[config.mk]
export PLATFORM = sky130hd
export DESIGN_NAME = chest_algo_dispatcher
export DESIGN_NICKNAME = d
export VERILOG_FILES = /design/src/rtl/chest_algo_dispatcher.sv
export SDC_FILE = /design/constraint.sdc
export NUM_CORES = 1
export LEC_CHECK = 0
export BUFFER_PORTS_ARGS = -buffer_cell sky130_fd_sc_hd__buf_2
export CAP_MARGIN = 15
export CORE_MARGIN = 3
export CORE_UTILIZATION = 52
export DETAILED_ROUTE_END_ITERATION = 7
export PLACE_DENSITY = 0.8
export SYNTH_ARGS = -nofsm -noshare
export SYNTH_HDL_FRONTEND = slang
export SYNTH_SLANG_ARGS = --single-unit
[constraint.sdc]
create_clock -name clk -period 2.45 [get_ports clk]
set_input_delay 0.245 -clock clk [delete_from_list [all_inputs] [get_ports clk]]
set_output_delay 0.245 -clock clk [all_outputs]
set_load 0.01 [all_outputs]
[src/rtl/chest_algo_dispatcher.sv]
// Initiator side of the Chest algorithm-select interface: queues algorithm requests, issues
// them one at a time on algo_select, and returns an in-order status response per request.
module chest_algo_dispatcher #(
  parameter int unsigned NUM_ALGOS      = 50,
  parameter int unsigned FIFO_DEPTH     = 4,
  parameter int unsigned TIMEOUT_CYCLES = 16,
  parameter int unsigned MAX_RETRY      = 2,
  parameter int unsigned PARK_SEL       = 63
) (
  input  logic                          clk,
  input  logic                          rst,
  input  logic                          req_valid,
  input  logic [5:0]                    req_algo,
  output logic                          req_ready,
  output logic [5:0]                    algo_select,
  input  logic                          algorithm_ready,
  output logic                          resp_valid,
  input  logic                          resp_ready,
  output logic [5:0]                    resp_algo,
  output logic [1:0]                    resp_status,
  output logic [1:0]                    resp_retries,
  output logic                          busy,
  output logic [$clog2(FIFO_DEPTH):0]   fifo_count
);

  localparam int unsigned PtrW   = $clog2(FIFO_DEPTH);
  localparam int unsigned CntW   = PtrW + 1;
  localparam int unsigned TimerW = $clog2(TIMEOUT_CYCLES) + 1;

  localparam logic [TimerW-1:0] TimerMax  = TimerW'(TIMEOUT_CYCLES - 1);
  localparam logic [5:0]        NumAlgosL = 6'(NUM_ALGOS);
  localparam logic [5:0]        ParkSel   = 6'(PARK_SEL);
  localparam logic [1:0]        MaxRetryL = 2'(MAX_RETRY);

  localparam logic [1:0] StatOk      = 2'b00;
  localparam logic [1:0] StatReject  = 2'b01;
  localparam logic [1:0] StatTimeout = 2'b10;
  localparam logic [1:0] StatStuck   = 2'b11;

  typedef enum logic [1:0] {StIdle, StDrain, StIssue, StResp} state_e;

  // Request FIFO; pointers carry an extra wrap bit so full/empty fall out of the difference.
  logic [5:0]      mem [FIFO_DEPTH];
  logic [CntW-1:0] wr_ptr_q, rd_ptr_q;
  logic            full, empty, push, pop;
  logic [5:0]      head;

  assign fifo_count = wr_ptr_q - rd_ptr_q;
  assign full       = (fifo_count == CntW'(FIFO_DEPTH));
  assign empty      = (fifo_count == '0);
  assign req_ready  = !full;
  assign push       = req_valid && !full;
  assign head       = mem[rd_ptr_q[PtrW-1:0]];

  always_ff @(posedge clk) begin
    if (push) begin
      mem[wr_ptr_q[PtrW-1:0]] <= req_algo;
    end
  end

  always_ff @(posedge clk) begin
    if (rst) begin
      wr_ptr_q <= '0;
      rd_ptr_q <= '0;
    end else begin
      if (push) wr_ptr_q <= wr_ptr_q + 1'b1;
      if (pop)  rd_ptr_q <= rd_ptr_q + 1'b1;
    end
  end

  state_e            state_q, state_d;
  logic [5:0]        cur_algo_q, cur_algo_d;
  logic [TimerW-1:0] timer_q, timer_d;
  logic [1:0]        retry_q, retry_d;
  logic [5:0]        algo_select_d;
  logic [5:0]        resp_algo_d;
  logic [1:0]        resp_status_d, resp_retries_d;

  always_comb begin
    state_d        = state_q;
    cur_algo_d     = cur_algo_q;
    timer_d        = timer_q;
    retry_d        = retry_q;
    pop            = 1'b0;
    resp_algo_d    = resp_algo;
    resp_status_d  = resp_status;
    resp_retries_d = resp_retries;

    unique case (state_q)
      StIdle: begin
        if (!empty) begin
          pop        = 1'b1;
          cur_algo_d = head;
          retry_d    = '0;
          timer_d    = '0;
          if (head >= NumAlgosL) begin
            state_d        = StResp;
            resp_algo_d    = head;
            resp_status_d  = StatReject;
            resp_retries_d = '0;
          end else begin
            state_d = StDrain;
          end
        end
      end
      // Wait for the framework to release ready before presenting a new select.
      StDrain: begin
        if (!algorithm_ready) begin
          state_d = StIssue;
          timer_d = '0;
        end else if (timer_q == TimerMax) begin
          state_d        = StResp;
          resp_algo_d    = cur_algo_q;
          resp_status_d  = StatStuck;
          resp_retries_d = retry_q;
        end else begin
          timer_d = timer_q + 1'b1;
        end
      end
      StIssue: begin
        if (algorithm_ready) begin
          state_d        = StResp;
          resp_algo_d    = cur_algo_q;
          resp_status_d  = StatOk;
          resp_retries_d = retry_q;
        end else if (timer_q == TimerMax) begin
          if (retry_q < MaxRetryL) begin
            retry_d = retry_q + 1'b1;
            state_d = StDrain;
            timer_d = '0;
          end else begin
            state_d        = StResp;
            resp_algo_d    = cur_algo_q;
            resp_status_d  = StatTimeout;
            resp_retries_d = retry_q;
          end
        end else begin
          timer_d = timer_q + 1'b1;
        end
      end
      StResp: begin
        if (resp_ready) begin
          state_d = StIdle;
        end
      end
      default: state_d = StIdle;
    endcase

    // Select is registered off the next state so it changes on the ISSUE entry/exit edges.
    algo_select_d = (state_d == StIssue) ? cur_algo_d : ParkSel;
  end

  always_ff @(posedge clk) begin
    if (rst) begin
      state_q      <= StIdle;
      cur_algo_q   <= '0;
      timer_q      <= '0;
      retry_q      <= '0;
      algo_select  <= ParkSel;
      resp_algo    <= '0;
      resp_status  <= StatOk;
      resp_retries <= '0;
    end else begin
      state_q      <= state_d;
      cur_algo_q   <= cur_algo_d;
      timer_q      <= timer_d;
      retry_q      <= retry_d;
      algo_select  <= algo_select_d;
      resp_algo    <= resp_algo_d;
      resp_status  <= resp_status_d;
      resp_retries <= resp_retries_d;
    end
  end

  assign resp_valid = (state_q == StResp);
  assign busy       = (state_q != StIdle);

endmodule

==> Yosys cells after proc, flatten, opt, wreduce, memory -nomap -nowiden <==
Memories as Yosys holds them, arrays and structs flattened. A register that Yosys moved wholly into a read port is not among the register bits.
Cells that the tools add are included.
{ "word_totals": {"inputBits": 11, "n_memories": 1, "word_cells": 100, "ram_bits": 24, "output_inout_bits": 22, "ff_bits": 37} }
{ "memory_table": {"columns": ["name", "words", "word_bits", "read_ports", "rd_clocked_by_memory_dff", "write_ports", "line_no", "source"], "rows": [
  ["mem", 4, 6, 1, 1, 1, "43", "logic [5:0] mem [FIFO_DEPTH];"]
]} }
{ "op_classes": {"reduce_logical": 11, "addsub": 5, "mux": 53, "n_bitwise": 1, "magnitude_cmp": 2, "eq_ne": 17} }
{ "ops": {"columns": ["operator", "count"], "rows": [
  ["2-bit two-way mux", 28],
  ["6-bit two-way mux", 9],
  ["5-bit two-way mux", 6],
  ["6-bit one-hot mux with 3 select lines", 1],
  ["5-bit one-hot mux with 3 select lines", 1],
  ["2-bit != test, second input constant", 7],
  ["3-bit != test, second input constant", 4],
  ["2-bit one-hot mux with 3 select lines", 2],
  ["5-bit AND reduction", 2],
  ["2-bit one-hot mux with 4 select lines", 1],
  ["7-bit AND reduction", 1],
  ["3-bit by 1-bit adder with 3-bit output, second input constant", 2],
  ["2-bit == test, second input constant", 3],
  ["6-bit greater-or-equal comparator, second input constant", 1],
  ["5-bit by 1-bit adder with 5-bit output, second input constant", 1],
  ["5-bit by 4-bit == test with 1-bit output, second input constant", 1],
  ["1-bit two-way mux", 4],
  ["2-bit one-hot mux with 2 select lines", 1],
  ["2-bit nonzero test", 2],
  ["3-bit == test, second input constant", 1],
  ["3-bit zero test", 1],
  ["3-bit nonzero test", 1],
  ["3-bit subtractor", 1],
  ["2-bit by 1-bit adder with 2-bit output, second input constant", 1],
  ["7 further kinds", 7]
]} }

==> Longest topological paths before layout <==
Gate-level depths: netlist (run 1).
{ "logic_depth": {"word_depth": 8, "depth_mapped": 9, "mapped_depth_nobuf": 9} }

==> Least setup slack after synthesis (run 1) <==
No wires, ideal clock.
{ "synth_path": {"path_type": "register -> register", "start": "reg wr_ptr_q[0]", "end": "mem mem[3][0] (enable)", "t_required_ps": 2122, "setup_ps": 328, "arrival_ps": 2061, "setup_slack_ps": 61, "synth_period_minus_slack_ps": 2389, "n_path_buf": 0, "path_stages_with_launch": 7, "path_cell_list": "dfxtp_1 > inv_1 > ha_1 > fa_1 > xor3_2 > a31oi_1 > and2_1"} }
{ "synth_via": {"elab_chain_cells": 6} }
{ "synth_rtl": {"columns": ["element", "line_no", "source"], "rows": [
  ["start, declared", "44", "logic [CntW-1:0] wr_ptr_q, rd_ptr_q;"],
  ["start signal, assigned", "66", "if (push) wr_ptr_q <= wr_ptr_q + 1'b1;"],
  ["3-bit subtractor", "48", "assign fifo_count = wr_ptr_q - rd_ptr_q;"],
  ["named net fifo_count[2]", "23", "output logic [$clog2(FIFO_DEPTH):0] fifo_count"],
  ["3-bit == test", "49", "assign full = (fifo_count == CntW'(FIFO_DEPTH));"],
  ["1-bit zero test", "52", "assign push = req_valid && !full;"],
  ["1-bit logical AND", "52", null],
  ["1-bit two-way mux", "56", "if (push) begin"],
  ["1-bit two-way mux (not written as such)", "57", "mem[wr_ptr_q[PtrW-1:0]] <= req_algo;"],
  ["end, declared", "43", null]
]} }
The timed path passes the listed nets, and every way through them passes these cells.

==> Worst setup path in the final report (run 1) <==
{ "layout_path": {"start": "reg wr_ptr_q[0]", "end": "reg algo_select[5]"} }
{ "layout_via": {"elab_chain_cells": 7, "elab_cells_between_ends": 9, "classes_between": "1 x add/sub; 1 x eq/ne; 4 x mux; 1 x bitwise; 2 x reduce/logical"} }
{ "layout_rtl": {"columns": ["element", "line_no", "source"], "rows": [
  ["3-bit subtractor (*)", "48", null],
  ["3-bit zero test (*)", "50", "assign empty = (fifo_count == '0);"],
  ["2-bit two-way mux", "91", "if (!empty) begin"],
  ["2-bit one-hot mux with 4 select lines", "89", "unique case (state_q)"],
  ["2-bit == test", "150", "algo_select_d = (state_d == StIssue) ? cur_algo_d : ParkSel;"],
  ["1-bit NOT (no source line)", null, null],
  ["2-bit OR reduction (no source line)", null, null],
  ["end signal, assigned", "159", "algo_select <= ParkSel;"],
  ["end signal, assigned", "168", "algo_select <= algo_select_d;"],
  ["end, declared", "15", "output logic [5:0] algo_select,"]
]} }
Every way passes the cells marked *; elsewhere a longest branch is shown, timed or not.
A chain may end at the register's enable or synchronous reset.

==> results.py, run 1 <==
metrics = {
    "final_layout": {
        "nFillCells": 405,
        "synthToLayoutAreaGrowth_pct": 18.0,
        "diodes": 0,
        "ff_latch_area_mm2": 0.00150,
        "multiInputGateArea_mm2": 0.00131,
        "drive_gt1_share_pct": 27.1,
        "final_area_mm2": 0.00343,
        "nNetsFinal": 320,
        "final_cells": 365,
    },
    "cts": {
        "clock-sinks": 63,
        "clkSlewWorstSetupHoldPaths_ns": 0.06,
        "htree_levels": 3,
        "cts_made_buffers": 9,
        "cts_tree": "done",
        "clk_path_buf_depth": 2,
        "cts-root-buf": "clkbuf_8",
        "clock_latency_ns": 0.33,
    },
    "grt": {
        "antenna_found_initial": 0,
        "grt_max_degree": 33,
        "grt_pass1_vias": 1907,
        "grt_pass1_wl_um": 9080,
        "grt.overflow.total": 0,
        "grtUsageTotal_pct": 18.6,
    },
    "synthesis": {
        "synth_most_common_cell": "dfxtp_1",
        "ys_seq_area_share_pct": 51.6,
        "synthArstFlopShare_pct": 0,
        "syn_nets": 272,
        "synth_area_mm2": 0.00291,
        "syn_avg_cell_area_um2": 12.0,
        "synth_common_cells": "39 x dfxtp_1, 24 x edfxtp_1, 21 x a21oi_1",
        "synth_area_leader_cell": "dfxtp_1",
        "yosysTopAreaCellShare_pct": 26.8,
        "ys.flop_type": "dfxtp_1",
        "ys_seq_elements": 63,
        "synthCells": 243,
        "post_synth_num_cell_types": 46,
        "synth_edf_count": 24,
        "synth_warnings": 0,
        "synthTopCellsByArea": "dfxtp_1 27%, edfxtp_1 25%, ha_1 7.3%",
    },
    "floorplan": {
        "rows": 26,
        "die-height_um": 80.8,
        "pin_count": 33,
        "core_mm2": 0.00527,
        "start_util_pct": 55.2,
        "die_w_um": 80.8,
        "die_area_mm2": 0.00653,
    },
    "power_and_ir_drop": {
        "powerDensity_mw_per_mm2": 1420,
        "ir_worst_vdd_mv": 0.664,
        "p_leak_nw": 1.38,
        "p_total_mw": 4.88,
    },
    "worst_setup_path": {
        "arrival_ns": 2.58,
        "path_class": "flop to flop",
        "worstSetupEndpointType": "flop",
        "worst_setup_path_start_kind": "flop",
        "crit_required_ns": 2.66,
        "worstPathMaxFanout": 7,
    },
    "worst_hold_path": {
        "min_path_type": "primary input to flop",
    },
    "drt": {
        "drc_errors": 0,
        "drt_iter0_drc": 122,
        "wl_um": 5680,
        "drt-vias-per-instance": 5.53,
        "wl_per_cell_um": 15.6,
        "ant_nets": 0,
        "drtPass1Iterations": 4,
        "vias": 2020,
    },
    "timing": {
        "worst_slack_ns": 0.0804,
        "setup_viol": 0,
        "finalCriticalPeriod_ns": 2.37,
        "slew_viol_final": 0,
        "fin_crit_sh_pct": 96.7,
        "hold_violations": 0,
        "worst_slew_pin_slew_ns": 0.665,
        "skew_ns": 0.00719,
        "slew_headroom_pct": 55.7,
        "max_freq_mhz": 422,
        "tns_ns": 0,
    },
    "job": {
        "maxCapViolations": 0,
    },
    "placement": {
        "port-buffer-count": 32,
        "dp_cells": 347,
        "gp_congestion": 0.807,
        "post-place-ws_ns": 0.0471,
        "dp_hpwl_um": 3870,
        "dpl_cell_area_mm2": 0.00319,
    },
    "run_status": {
        "outcome": "completed",
    },
}
## critical path: stages, from the launching register on
cell and delay (ns):
dfxtp_2 0.33, inv_1 0.07, ha_1 0.21, fa_1 0.37, xor3_2 0.30, nor2_4 0.08
or3_4 0.35, a311oi_4 0.30, buf_6 0.17, nand3_1 0.07
## stage by stage
| step | hold slack, ns | util (%) |
|---|---|---|
| final | 0.126 | 65.1 |
| after global routing | 0.114 | 65.1 |
| after CTS | 0.111 | 64.1 |
| after detailed placement | 0.464 | 60.5 |
| after global placement | 0.456 | 60.5 |
| after floorplan | 0.313 | - |
## routing by layer
metal	track usage [%]	vias to the layer above	part of all wire, %
met5	0	-	0
met4	8.78	0	1.9
met3	3.99	11	4.9
met2	30.2	56	50
met1	23.8	968	43
li1	-	985	-
## cell usage in the layout, fill, tap and decap left out, drive strengths merged, types with 2 or more instances in the layout
cell type	Yosys	layout
a211oi	2	2
a21o	3	3
a21oi	21	21
a311oi	7	7
a31oi	2	2
and2	4	4
buf	2	45
clkbuf	6	11
clkinv	0	2
dfxtp	39	39
edfxtp	24	24
ha	17	17
inv	16	16
mux2i	14	14
mux4	6	6
nand2	11	11
nand2b	2	2
nand3	8	8
nand4	3	3
nor2	21	21
nor2b	2	2
o21ai	9	9
or3	4	4
or4	3	3
xnor2	3	3
## final timing paths
check	from	cells after the start	endpoint	slack, ns
worst max-delay path	wr_ptr_q[0]$_SDFFE_PP0N_	9	algo_select[5]$_SDFF_PP1_	0.08
worst min-delay path	req_algo[0]	1	mem[2][0]$_DFFE_PP_	0.13
worst max register to register	wr_ptr_q[0]$_SDFFE_PP0N_	9	algo_select[5]$_SDFF_PP1_	0.08
worst min register to register	resp_retries[1]$_SDFFE_PP0P_	2	resp_retries[1]$_SDFFE_PP0P_	0.47
## report_power, final
group	internal, mW	total (mW)	switching [mW]	leakage [nW]
clock network	0.488	0.864	0.376	0.0952
logic	1.13	2.48	1.35	0.748
registers	1.38	1.54	0.164	0.539
total	2.99	4.88	1.89	1.38
## cell type report
class / instances / share of cell area [%]
Timing Repair Buffer: 45 / 8.35
Clock inverter: 4 / 1.39
Inverter: 16 / 1.75
Clock buffer: 11 / 4.12
Tap cell: 70 / 2.55
Multi-Input combinational cell: 156 / 38.1
Sequential cell: 63 / 43.8
## kinds of logic (layout without fill, tap and decap cells)
| kind of cell | after synthesis | after routing | share of synthesized area (%) |
|---|---|---|---|
| flip-flops | 63 | 63 | 51.6 |
| AND/OR/NAND/NOR | 60 | 60 | 10.8 |
| AO/OA/AOI/OAI | 52 | 52 | 13.3 |
| buffers and inverters | 24 | 76 | 3.96 |
| multiplexers | 21 | 21 | 10.2 |
| adder cells (fa/ha/maj) | 18 | 18 | 8.00 |
| XOR/XNOR | 5 | 5 | 2.06 |
## sequential cells by signal, indices dropped and copies added, names as in the netlist, named ones only
register      cells
state_q           2
rd_ptr_q          3
resp_algo         6
algo_select       6
resp_status       2
resp_retries      2
timer_q           5
retry_q           2
mem              24
wr_ptr_q          3
cur_algo_q        6
## repair_timing
item / 4_1_cts / 5_1_grt
buffers inserted: 0 / 3
endpoints found under the setup margin: 0 / 42
hold buffers: 0 / 0
gates resized for setup: 0 / 6
Note: power is estimated with default switching activity, not from simulation.
==> run 2: changes to the inputs <==
--- a/config.mk
+++ b/config.mk
@@ -10,6 +10,7 @@
 export CORE_MARGIN = 3
 export CORE_UTILIZATION = 52
 export DETAILED_ROUTE_END_ITERATION = 7
+export MAX_ROUTING_LAYER = met4
 export PLACE_DENSITY = 0.8
 export SYNTH_ARGS = -nofsm -noshare
 export SYNTH_HDL_FRONTEND = slang
==> run 2 against run 1 <==
Sequential share of layout area did not move; final cell count stayed put; hold slack about the same; routed wire length up 0.16%; sequential power hardly changed; cell area stayed put; power about the same; critical path type unchanged; largest cell class unchanged; largest power group unchanged.
==> results.py, run 2 (synthesized netlist as in run 1, its figures left out) <==
metrics = {
    "drt": {
        "vias": 2031,
        "drt_iter0_drc": 137,
        "drtPass1Iterations": 5,
        "wl_per_cell_um": 15.6,
        "drt-vias-per-instance": 5.56,
        "ant_nets": 0,
        "drc_errors": 0,
        "wl_um": 5690,
    },
    "floorplan": {
        "rows": 26,
        "pin_count": 33,
        "die_w_um": 80.8,
        "start_util_pct": 55.2,
        "die_area_mm2": 0.00653,
        "core_mm2": 0.00527,
        "die-height_um": 80.8,
    },
    "placement": {
        "port-buffer-count": 32,
        "dp_cells": 347,
        "gp_congestion": 0.818,
        "dp_hpwl_um": 3870,
        "dpl_cell_area_mm2": 0.00319,
    },
    "timing": {
        "setup_viol": 0,
        "finalCriticalPeriod_ns": 2.37,
        "max_freq_mhz": 421,
        "hold_violations": 0,
        "slew_headroom_pct": 55.5,
        "fin_crit_sh_pct": 96.9,
        "worst_slew_pin_slew_ns": 0.667,
        "skew_ns": 0.00723,
        "slew_viol_final": 0,
    },
    "final_layout": {
        "final_cell_mix": "38 x dfxtp_1, 32 x buf_2, 24 x edfxtp_1",
        "drive_gt1_share_pct": 27.1,
        "largest_reg_flops": 24,
        "diodes": 0,
        "synthToLayoutAreaGrowth_pct": 18.0,
        "final_cells": 365,
        "nNetsFinal": 320,
        "nFillCells": 405,
        "final_common_cell": "dfxtp_1",
        "multiInputGateArea_mm2": 0.00131,
        "final_area_mm2": 0.00343,
        "ff_latch_area_mm2": 0.00150,
    },
    "worst_setup_path": {
        "arrival_ns": 2.58,
        "worst_setup_path_start_kind": "flop",
        "crit_required_ns": 2.66,
        "worstSetupEndpointType": "flop",
        "path_class": "flop to flop",
        "worstPathMaxFanout": 7,
    },
    "grt": {
        "grt.overflow.total": 0,
        "grt_pass1_vias": 1911,
        "grtUsageTotal_pct": 19.1,
        "grt_pass1_wl_um": 9080,
        "antenna_found_initial": 0,
        "grt_max_degree": 33,
    },
    "power_and_ir_drop": {
        "swShare_pct": 38.8,
        "switchingPower_mw": 1.89,
        "clkPwrFrac_pct": 17.7,
        "p_int_mw": 2.99,
        "p_seq_share_pct": 31.5,
        "p_leak_nw": 1.38,
        "ir_worst_vdd_mv": 0.662,
        "p_total_mw": 4.88,
        "pwr-share-comb_pct": 50.8,
        "powerDensity_mw_per_mm2": 1420,
    },
    "cts": {
        "cts_tree": "done",
        "cts-root-buf": "clkbuf_8",
        "clk_path_buf_depth": 2,
        "clkSlewWorstSetupHoldPaths_ns": 0.06,
        "htree_levels": 3,
        "cts_made_buffers": 9,
        "clock-sinks": 63,
        "hold_buffers": 0,
        "clock_latency_ns": 0.33,
    },
    "worst_hold_path": {
        "min_path_type": "primary input to flop",
    },
    "run_status": {
        "outcome": "completed",
    },
    "job": {
        "maxCapViolations": 0,
    },
}
==> run 2: cell counts in the layout (fill, tap and decap cells not counted) <==
No cell type changed its count.
==> run 2: timing repair <==
action,in CTS,in global routing
hold endpoints to repair,0,0
resized for setup,0,6
buffers inserted,0,3
endpoints found under the setup margin,0,42
==> run 2: layout make-up <==
class	instances	share of cell area, %
Multi-Input combinational cell	156	38.1
Tap cell	70	2.55
Clock buffer	11	4.12
Sequential cell	63	43.8
Clock inverter	4	1.39
Timing Repair Buffer	45	8.35
Inverter	16	1.75
==> run 2: path summary, 6_finish.rpt <==
path                                      from                            to  slack [ns]  cells past startpoint
setup reg to reg      wr_ptr_q[0]$_SDFFE_PP0N_     algo_select[5]$_SDFF_PP1_        0.08                      9
setup / recovery      wr_ptr_q[0]$_SDFFE_PP0N_     algo_select[5]$_SDFF_PP1_        0.08                      9
hold / removal                     req_algo[0]           mem[2][0]$_DFFE_PP_        0.13                      1
hold reg to reg   resp_retries[1]$_SDFFE_PP0P_  resp_retries[1]$_SDFFE_PP0P_        0.47                      2
==> run 2: per-stage QoR <==
stage / setup TNS, ns / hold WS (ns) / util [%] / setup WS (ns)
6_report: 0 / 0.126 / 65.1 / 0.0752
5_1_grt: -0.0912 / 0.114 / 65.1 / -0.0289
4_1_cts: 0 / 0.111 / 64.1 / 0.0277
3_5_place_dp: 0 / 0.464 / 60.5 / 0.0471
3_3_place_gp: 0 / 0.456 / 60.5 / 0.140
2_1_floorplan: 0 / 0.313 / - / 0.0612
==> run 2: routing by layer <==
layer | global-route usage [%] | wire length, um | vias to the layer above
met4 | 8.78 | 106 | 0
met3 | 3.99 | 282 | 11
met5 | - | 0 | -
li1 | - | - | 989
met1 | 23.7 | 2470 | 976
met2 | 30.3 | 2830 | 55
==> run 2: critical path: stages, from the launching register on <==
cell	delay, ns
dfxtp_2	0.33
inv_1	0.07
ha_1	0.21
fa_1	0.37
xor3_2	0.30
nor2_4	0.08
or3_4	0.35
a311oi_4	0.31
buf_6	0.17
nand3_1	0.07
==> run 2: power by group through the flow <==
stage / sequential, mW / clock, mW / combinational, mW
after detailed placement: 1.56 / 0 / 2.31
final: 1.54 / 0.864 / 2.48
after global routing: 1.57 / 0.928 / 2.70
after floorplan: 1.55 / 0 / 1.60
after CTS: 1.54 / 0.882 / 2.33
after global placement: 1.54 / 0 / 2.27
